## config.mk

```make
export PLATFORM = sky130hd
export DESIGN_NAME = slc3_run_ctrl
export DESIGN_NICKNAME = d
export VERILOG_FILES = /design/src/rtl/slc3_run_ctrl.sv
export SDC_FILE = /design/constraint.sdc
export NUM_CORES = 1
export LEC_CHECK = 0
export BUFFER_PORTS_ARGS = -buffer_cell sky130_fd_sc_hd__buf_2
export CORE_ASPECT_RATIO = 1.75
export CORE_MARGIN = 2
export CORE_UTILIZATION = 32
export CTS_BUF_LIST = sky130_fd_sc_hd__clkbuf_16
export DETAILED_ROUTE_END_ITERATION = 8
export GPL_ROUTABILITY_DRIVEN = 0
export SYNTH_ARGS = -nofsm -noshare
export SYNTH_HDL_FRONTEND = slang
export SYNTH_SLANG_ARGS = --single-unit
```

## constraint.sdc

```tcl
create_clock -name Clk -period 1.4 [get_ports Clk]
set_clock_uncertainty 0.05 [all_clocks]
set_input_delay 0.14 -clock Clk [delete_from_list [all_inputs] [get_ports Clk]]
set_output_delay 0.14 -clock Clk [all_outputs]
set_load 0.01 [all_outputs]
```

## src/rtl/slc3_run_ctrl.sv

```systemverilog
// slc3_run_ctrl: Run/Continue button conditioning and the run/pause/step
// sequencer that gates the SLC-3 ISDU.
module slc3_run_ctrl #(
    parameter int SYNC_STAGES     = 2,
    parameter int DEBOUNCE_CYCLES = 4,
    parameter int CNT_W           = 16
) (
    input  logic             Clk,
    input  logic             Reset,
    input  logic             Run,
    input  logic             Continue,
    input  logic             step_mode,
    input  logic             cpu_fetch,
    input  logic             cpu_pause,
    output logic             cpu_en,
    output logic             cpu_init,
    output logic             cpu_continue,
    output logic [2:0]       state,
    output logic [CNT_W-1:0] instr_count
);
    localparam int DB_W = $clog2(DEBOUNCE_CYCLES + 1);

    typedef enum logic [2:0] {
        IDLE  = 3'd0,
        RUN   = 3'd1,
        PAUSE = 3'd2,
        PREL  = 3'd3,
        HOLD  = 3'd4,
        STEP  = 3'd5
    } state_t;

    logic [1:0] w_raw;
    logic [1:0] w_press;
    logic       w_run_p;
    logic       w_cont_p;
    logic       w_fetch_edge;
    state_t     w_next;

    state_t           r_state;
    logic             r_en;
    logic             r_init;
    logic             r_cont;
    logic             r_fetch_q;
    logic [CNT_W-1:0] r_ic;

    assign w_raw = {Continue, Run};

    // Bit 0 conditions Run, bit 1 conditions Continue.
    for (genvar b = 0; b < 2; b++) begin : g_btn
        logic [SYNC_STAGES-1:0] r_sync;
        logic [DB_W-1:0]        r_cnt;
        logic                   r_lvl;
        logic                   r_press;
        logic                   w_sync;

        assign w_sync     = r_sync[SYNC_STAGES-1];
        assign w_press[b] = r_press;

        always_ff @(posedge Clk) begin
            if (!Reset) begin
                r_sync  <= '1;
                r_cnt   <= '0;
                r_lvl   <= 1'b1;
                r_press <= 1'b0;
            end else begin
                r_sync  <= {r_sync[SYNC_STAGES-2:0], w_raw[b]};
                r_press <= 1'b0;
                if (w_sync == r_lvl) begin
                    r_cnt <= '0;
                end else if (r_cnt == DB_W'(DEBOUNCE_CYCLES - 1)) begin
                    r_cnt   <= '0;
                    r_lvl   <= w_sync;
                    r_press <= ~w_sync;
                end else begin
                    r_cnt <= r_cnt + 1'b1;
                end
            end
        end
    end

    assign w_run_p      = w_press[0];
    assign w_cont_p     = w_press[1];
    assign w_fetch_edge = cpu_fetch & ~r_fetch_q;

    always_comb begin
        w_next = r_state;
        if (w_run_p) begin
            w_next = RUN;
        end else begin
            case (r_state)
                IDLE:  w_next = IDLE;
                RUN: begin
                    if (cpu_pause)
                        w_next = PAUSE;
                    else if (w_fetch_edge && step_mode)
                        w_next = HOLD;
                end
                PAUSE: if (w_cont_p) w_next = PREL;
                PREL:  if (!cpu_pause) w_next = RUN;
                HOLD: begin
                    if (w_cont_p)
                        w_next = step_mode ? STEP : RUN;
                end
                STEP: begin
                    if (cpu_pause)
                        w_next = PAUSE;
                    else if (w_fetch_edge)
                        w_next = HOLD;
                end
                default: w_next = IDLE;
            endcase
        end
    end

    // cpu_en is registered from the next state so it always matches state.
    always_ff @(posedge Clk) begin
        if (!Reset) begin
            r_state   <= IDLE;
            r_en      <= 1'b0;
            r_init    <= 1'b0;
            r_cont    <= 1'b0;
            r_fetch_q <= 1'b0;
            r_ic      <= '0;
        end else begin
            r_state   <= w_next;
            r_en      <= (w_next inside {RUN, PAUSE, PREL, STEP});
            r_init    <= w_run_p;
            r_fetch_q <= cpu_fetch;
            if (w_run_p)
                r_cont <= 1'b0;
            else if (r_state == PAUSE && w_cont_p)
                r_cont <= 1'b1;
            else if (r_state == PREL && !cpu_pause)
                r_cont <= 1'b0;
            if (w_run_p)
                r_ic <= '0;
            else if (w_fetch_edge && r_en)
                r_ic <= r_ic + 1'b1;
        end
    end

    assign cpu_en       = r_en;
    assign cpu_init     = r_init;
    assign cpu_continue = r_cont;
    assign state        = r_state;
    assign instr_count  = r_ic;

endmodule

```

Word-level counts from Yosys, hierarchy flattened
Index checks and enable logic that the tools add are counted.
Widths: inputs -> output; s select.
Cells by class
  add/sub/neg operators: 3
  equality and inequality tests: 13
  mux-type cells: 12
  bitwise gates (word level): 9
  reduce and logical (&&, ||, !) cells: 14
Operator list (number)
  $mux 3: 9
  $eq 3x2->1 const B: 6
  $add 16x1->16 const B: 1
  $pmux 3 s5: 1
  $reduce_or 3->1: 4
  $eq 3x3->1 const B: 3
  $not 1->1: 8
  $add 3x1->3 const B: 2
  $eq 3x1->1 const B: 2
  $logic_and 1x1->1: 4
  $reduce_and 2->1: 2
  $reduce_bool 4->1: 1
  $eq 1x1->1: 2
  $mux 1: 2
  $reduce_bool 2->1: 1
  $reduce_or 2->1: 1
  $and 1x1->1: 1
  $logic_not 1->1: 1
Word-level totals
  bits in registers: 37
  input port bits: 7
  output and inout port bits: 22
  logic and storage cells: 65

Logic depth before layout (Yosys ltp)
  depth after elaboration: 9
  depth in mapped cells: 5
  mapped depth without buffers: 5

Worst setup path before layout
No wires, ideal clock.
  kind: register to register
  start point: reg r_en (netlist: cpu_en)
  end point: reg r_ic[12] (netlist: instr_count[12])
  library setup time: 70 ps
  data arrival time: 1447 ps
  required time: 1280 ps
  setup slack: -167 ps
  stages on the path, launching flop included: 5
  buffers on the path: 0
  period minus slack after synthesis: 1567 ps
  cells stage by stage: dfxtp_1 -> and4b_4 -> nand4_2 -> or4_1 -> a21oi_1
Between the ends
  word-level cells in the longest chain between the ends: 1
Ends and longest elaborated chain
  from (decl): RTL line 40  | logic r_en;
  from (signal assigned): RTL line 126  | r_en <= (w_next inside {RUN, PAUSE, PREL, STEP});
  $logic_and 1x1->1: RTL line 137  | else if (w_fetch_edge && r_en)
  to (signal assigned): RTL line 138  | r_ic <= r_ic + 1'b1;
  to (decl): RTL line 44  | logic [CNT_W-1:0] r_ic;
Every way passes these cells.
A chain may end at the register's enable or synchronous reset.

Worst setup path after layout
  start point: reg r_ic[8] (netlist: instr_count[8])
  end point: reg r_ic[15] (netlist: instr_count[15])
Between the ends
  word-level cells in the longest chain between the ends: 1
Ends and longest elaborated chain (RTL line)
  $add 16x1->16: 138
Every way passes these cells.

==> reports/results.tsv <==
stage	metric	value	unit
sta	RSZ-0062 raised after global routing	true	
finish	fin nets	235	
critical_path	WP data required	1.56	ns
synth	Post-Synthesis Cells	162	
clock_network	CTS tree	yes	
place	Setup WS pre-CTS	-0.0449	ns
synth	syn avg cell area	9.32	sq um
critical_path	FF-to-FF setup slack	-0.05	ns
finish	filler instances	451	
finish	Final Core Density	0.475	
finish	leading cell type in the layout, fill and taps excluded	buf_2	
floorplan	I/O pin cnt	29	
sta	Slew HR	0.788	
synth	Syn Std Cell Area	1510	sq um
power	power per cell area	1090	nW/um^2
run_status	status	complete, but fails checks	
detailed_routing	router iterations before antenna repair	4	
detailed_routing	DRT Wirelength	3370	microns
critical_path	Worst setup SP type	flip-flop	
critical_path	Worst path top cell family by delay	simple AND/OR/NAND/NOR gates	
synth	top cell type's share of synthesized area	0.490	
sta	final hold violations	0	
finish	ANT cells	0	
grt	GR Util All Layers	0.140	
grt	first-pass GRT wire length	5730	microns
critical_path	highest net fanout along the worst path	3	
finish	area added between synthesis and finish	45.5	%
clock_network	Clock Latency Late Sink	0.28	ns
clock_network	Clock Path Buffers	2	
floorplan	Starting Density	0.327	
detailed_routing	drt first-iter violations	52	
sta	worst-margin pin slew	0.314	ns
floorplan	Die H	94.9	microns
clock_network	H-tree Lvls	2	
finish	footprint of the multi-input gates	778	sq um
sta	number of slew-limit violations in the final report	0	
finish	layout cells sized above 1	0.375	
finish	sequential standard cell area	777	sq um
place	port bufs	28	
critical_path	critical path type	flip-flop to flip-flop	
detailed_routing	Wirelength per Cell	12.2	microns
detailed_routing	DR DRC count	0	
critical_path	highest-delay cell along the critical path	or4_1	
synth	dominant cell type by area after synthesis	dfxtp_1	
detailed_routing	Post-DRT Antenna Nets	0	
critical_path	WP buf/inv	0	
critical_path	Critical Path, Cell by Cell	and4_4 > nand4_1 > or4_1 > a21oi_1	
power	VDD IR max	1.04	mV
grt	vias in the first global route	1318	
power	Leak	0.930	nW
grt	largest net degree at the start of global routing	17	
sta	Tcrit/Tclk final	1.03	
sta	setup ws final	-0.0487	ns
run_status	failing checks	setup timing	
clock_network	Root Driver	clkbuf_16	
finish	Layout Cell Area excl Fill	2200	sq um
sta	clock period minus worst slack	1.45	ns
grt	GRT overflow	0	
hold_path	HP Class	primary input to flip-flop	
floorplan	Core Footprint	4620	sq um
clock_network	CTS buffer count	5	
grt	initial antenna violation count	0	
floorplan	die area	5310	sq um
critical_path	Worst path max stage delay	0.48	ns
place	Placement Cell Area	1950	sq um
synth	Synth warnings	0	
job	Max Cap Viol	0	
synth	sequential area share after synthesis	0.490	
synth	net count after synthesis	174	
place	Post-DP HPWL	2520	microns
power	total power	2.40	mW
sta	FMAX	0.690	GHz
critical_path	critical path endpoint category	flip-flop	
clock_network	clock transition at the registers of the reported paths	0.05	ns
detailed_routing	via/cell ratio	4.87	
critical_path	WP data arrival	1.61	ns
detailed_routing	Via Count	1343	
floorplan	Row Count	33	
synth	Netlist cell types	36	
sta	count of final setup violators	5	
synth	top cells by area, synth	dfxtp_1 (49%), nor2_1 (5.0%), ha_1 (4.1%), xor2_1 (3.5%), nand2b_1 (3.3%)	
clock_network	CTS Sinks	37	
finish	most frequent cells in the layout	buf_2 (28), buf_4 (27), dfxtp_1 (26), nor2_1 (20)	
sta	Hold Slack	0.120	ns
floorplan	die width	55.9	microns
synth	Synth Register Bits	37	
-- registers in the layout, indices dropped and copies added, names as in the netlist --
signal / flops
instr_count: 16
g_btn.r_lvl: 2
g_btn.r_press: 2
g_btn.r_sync: 4
g_btn.r_cnt: 6
cpu_init: 1
cpu_en: 1
r_fetch_q: 1
cpu_continue: 1
state: 3
-- cell usage after synthesis, drive strengths merged --
| library cell | number |
|---|---|
| a221oi | 1 |
| nor3b | 1 |
| ha | 5 |
| o31a | 1 |
| dfxtp | 37 |
| a21o | 1 |
| nand4b | 1 |
| nor4 | 2 |
| and3 | 1 |
| nand3b | 2 |
| or4 | 3 |
| a32oi | 1 |
| o21a | 1 |
| clkbuf | 2 |
| nor3 | 3 |
| and2 | 2 |
| nand2 | 8 |
| nand2b | 8 |
| inv | 9 |
| mux2i | 2 |
| xor2 | 6 |
| nor2 | 20 |
| buf | 1 |
| nand3 | 7 |
| nor2b | 2 |
| o31ai | 3 |
| and4b | 3 |
| o21ai | 7 |
| or3 | 3 |
| or2 | 1 |
| a21oi | 9 |
| nand4 | 3 |
| and4 | 1 |
| xnor2 | 5 |
-- worst paths after layout --
path | from | end | cells after the start
worst max-delay path | instr_count[8]$_SDFFE_PP0P_ | instr_count[15]$_SDFFE_PP0P_ | 4
worst min-delay path | cpu_fetch | r_fetch_q$_SDFF_PN0_ | 2
worst max register to register | instr_count[8]$_SDFFE_PP0P_ | instr_count[15]$_SDFFE_PP0P_ | 4
worst min register to register | g_btn[1].r_sync[0]$_SDFF_PN1_ | g_btn[1].r_sync[1]$_SDFF_PN1_ | 1
-- per-layer routing --
metal  global-route usage  routed length, microns
met5                    0                       0
met2                0.280                    1900
met4               0.0655                      51
met3               0.0342                     140
met1                0.131                    1280
-- area by class of cell --
class / instances / share of cell area
multi-input combinational: 113 / 0.354
sequential: 37 / 0.354
timing repair buffer: 57 / 0.165
clock buffer: 7 / 0.0797
tap: 52 / 0.0296
inverter: 9 / 0.0154
clock inverter: 1 / 0.00228
-- power by group --
part           total (mW)  switching (mW)  internal, mW
Clock                1.29           0.415         0.872
Sequential           1.05         0.00588          1.05
Combinational      0.0643          0.0338        0.0305
-- worst reg2reg max path, delay by kind of cell (launching register included) --
family	cells	cell delay (ns)
and+or+nand+nor	3	0.85
DFF	1	0.34
AOI/OAI and AO/OA	1	0.14
-- per-stage QoR --
stage,instances,TNS (ns)
after floorplan,162,-0.0587
after global placement,263,-0.0466
after detailed placement,263,-0.0733
after CTS,274,-0.0679
after global routing,276,-0.487
final,276,-0.179
-- cells by family (layout without fill, tap and decap cells) --
logic type,after synthesis,after routing,synth area share
fa+ha+maj,5,5,0.0414
buf+inv,12,74,0.0298
simple gates,71,71,0.266
mux,2,2,0.0133
flops,37,37,0.490
compound gates,24,24,0.0953
xor+xnor,11,11,0.0638
-- what timing repair did --
item	in CTS	in global routing
resized for setup	1	5
setup endpoints to repair	4	9
buffers inserted	1	2
hold buffers	2	0
endpoints found under the hold margin	2	0
pin swaps	5	3
Note: power is estimated with default switching activity, not from simulation.
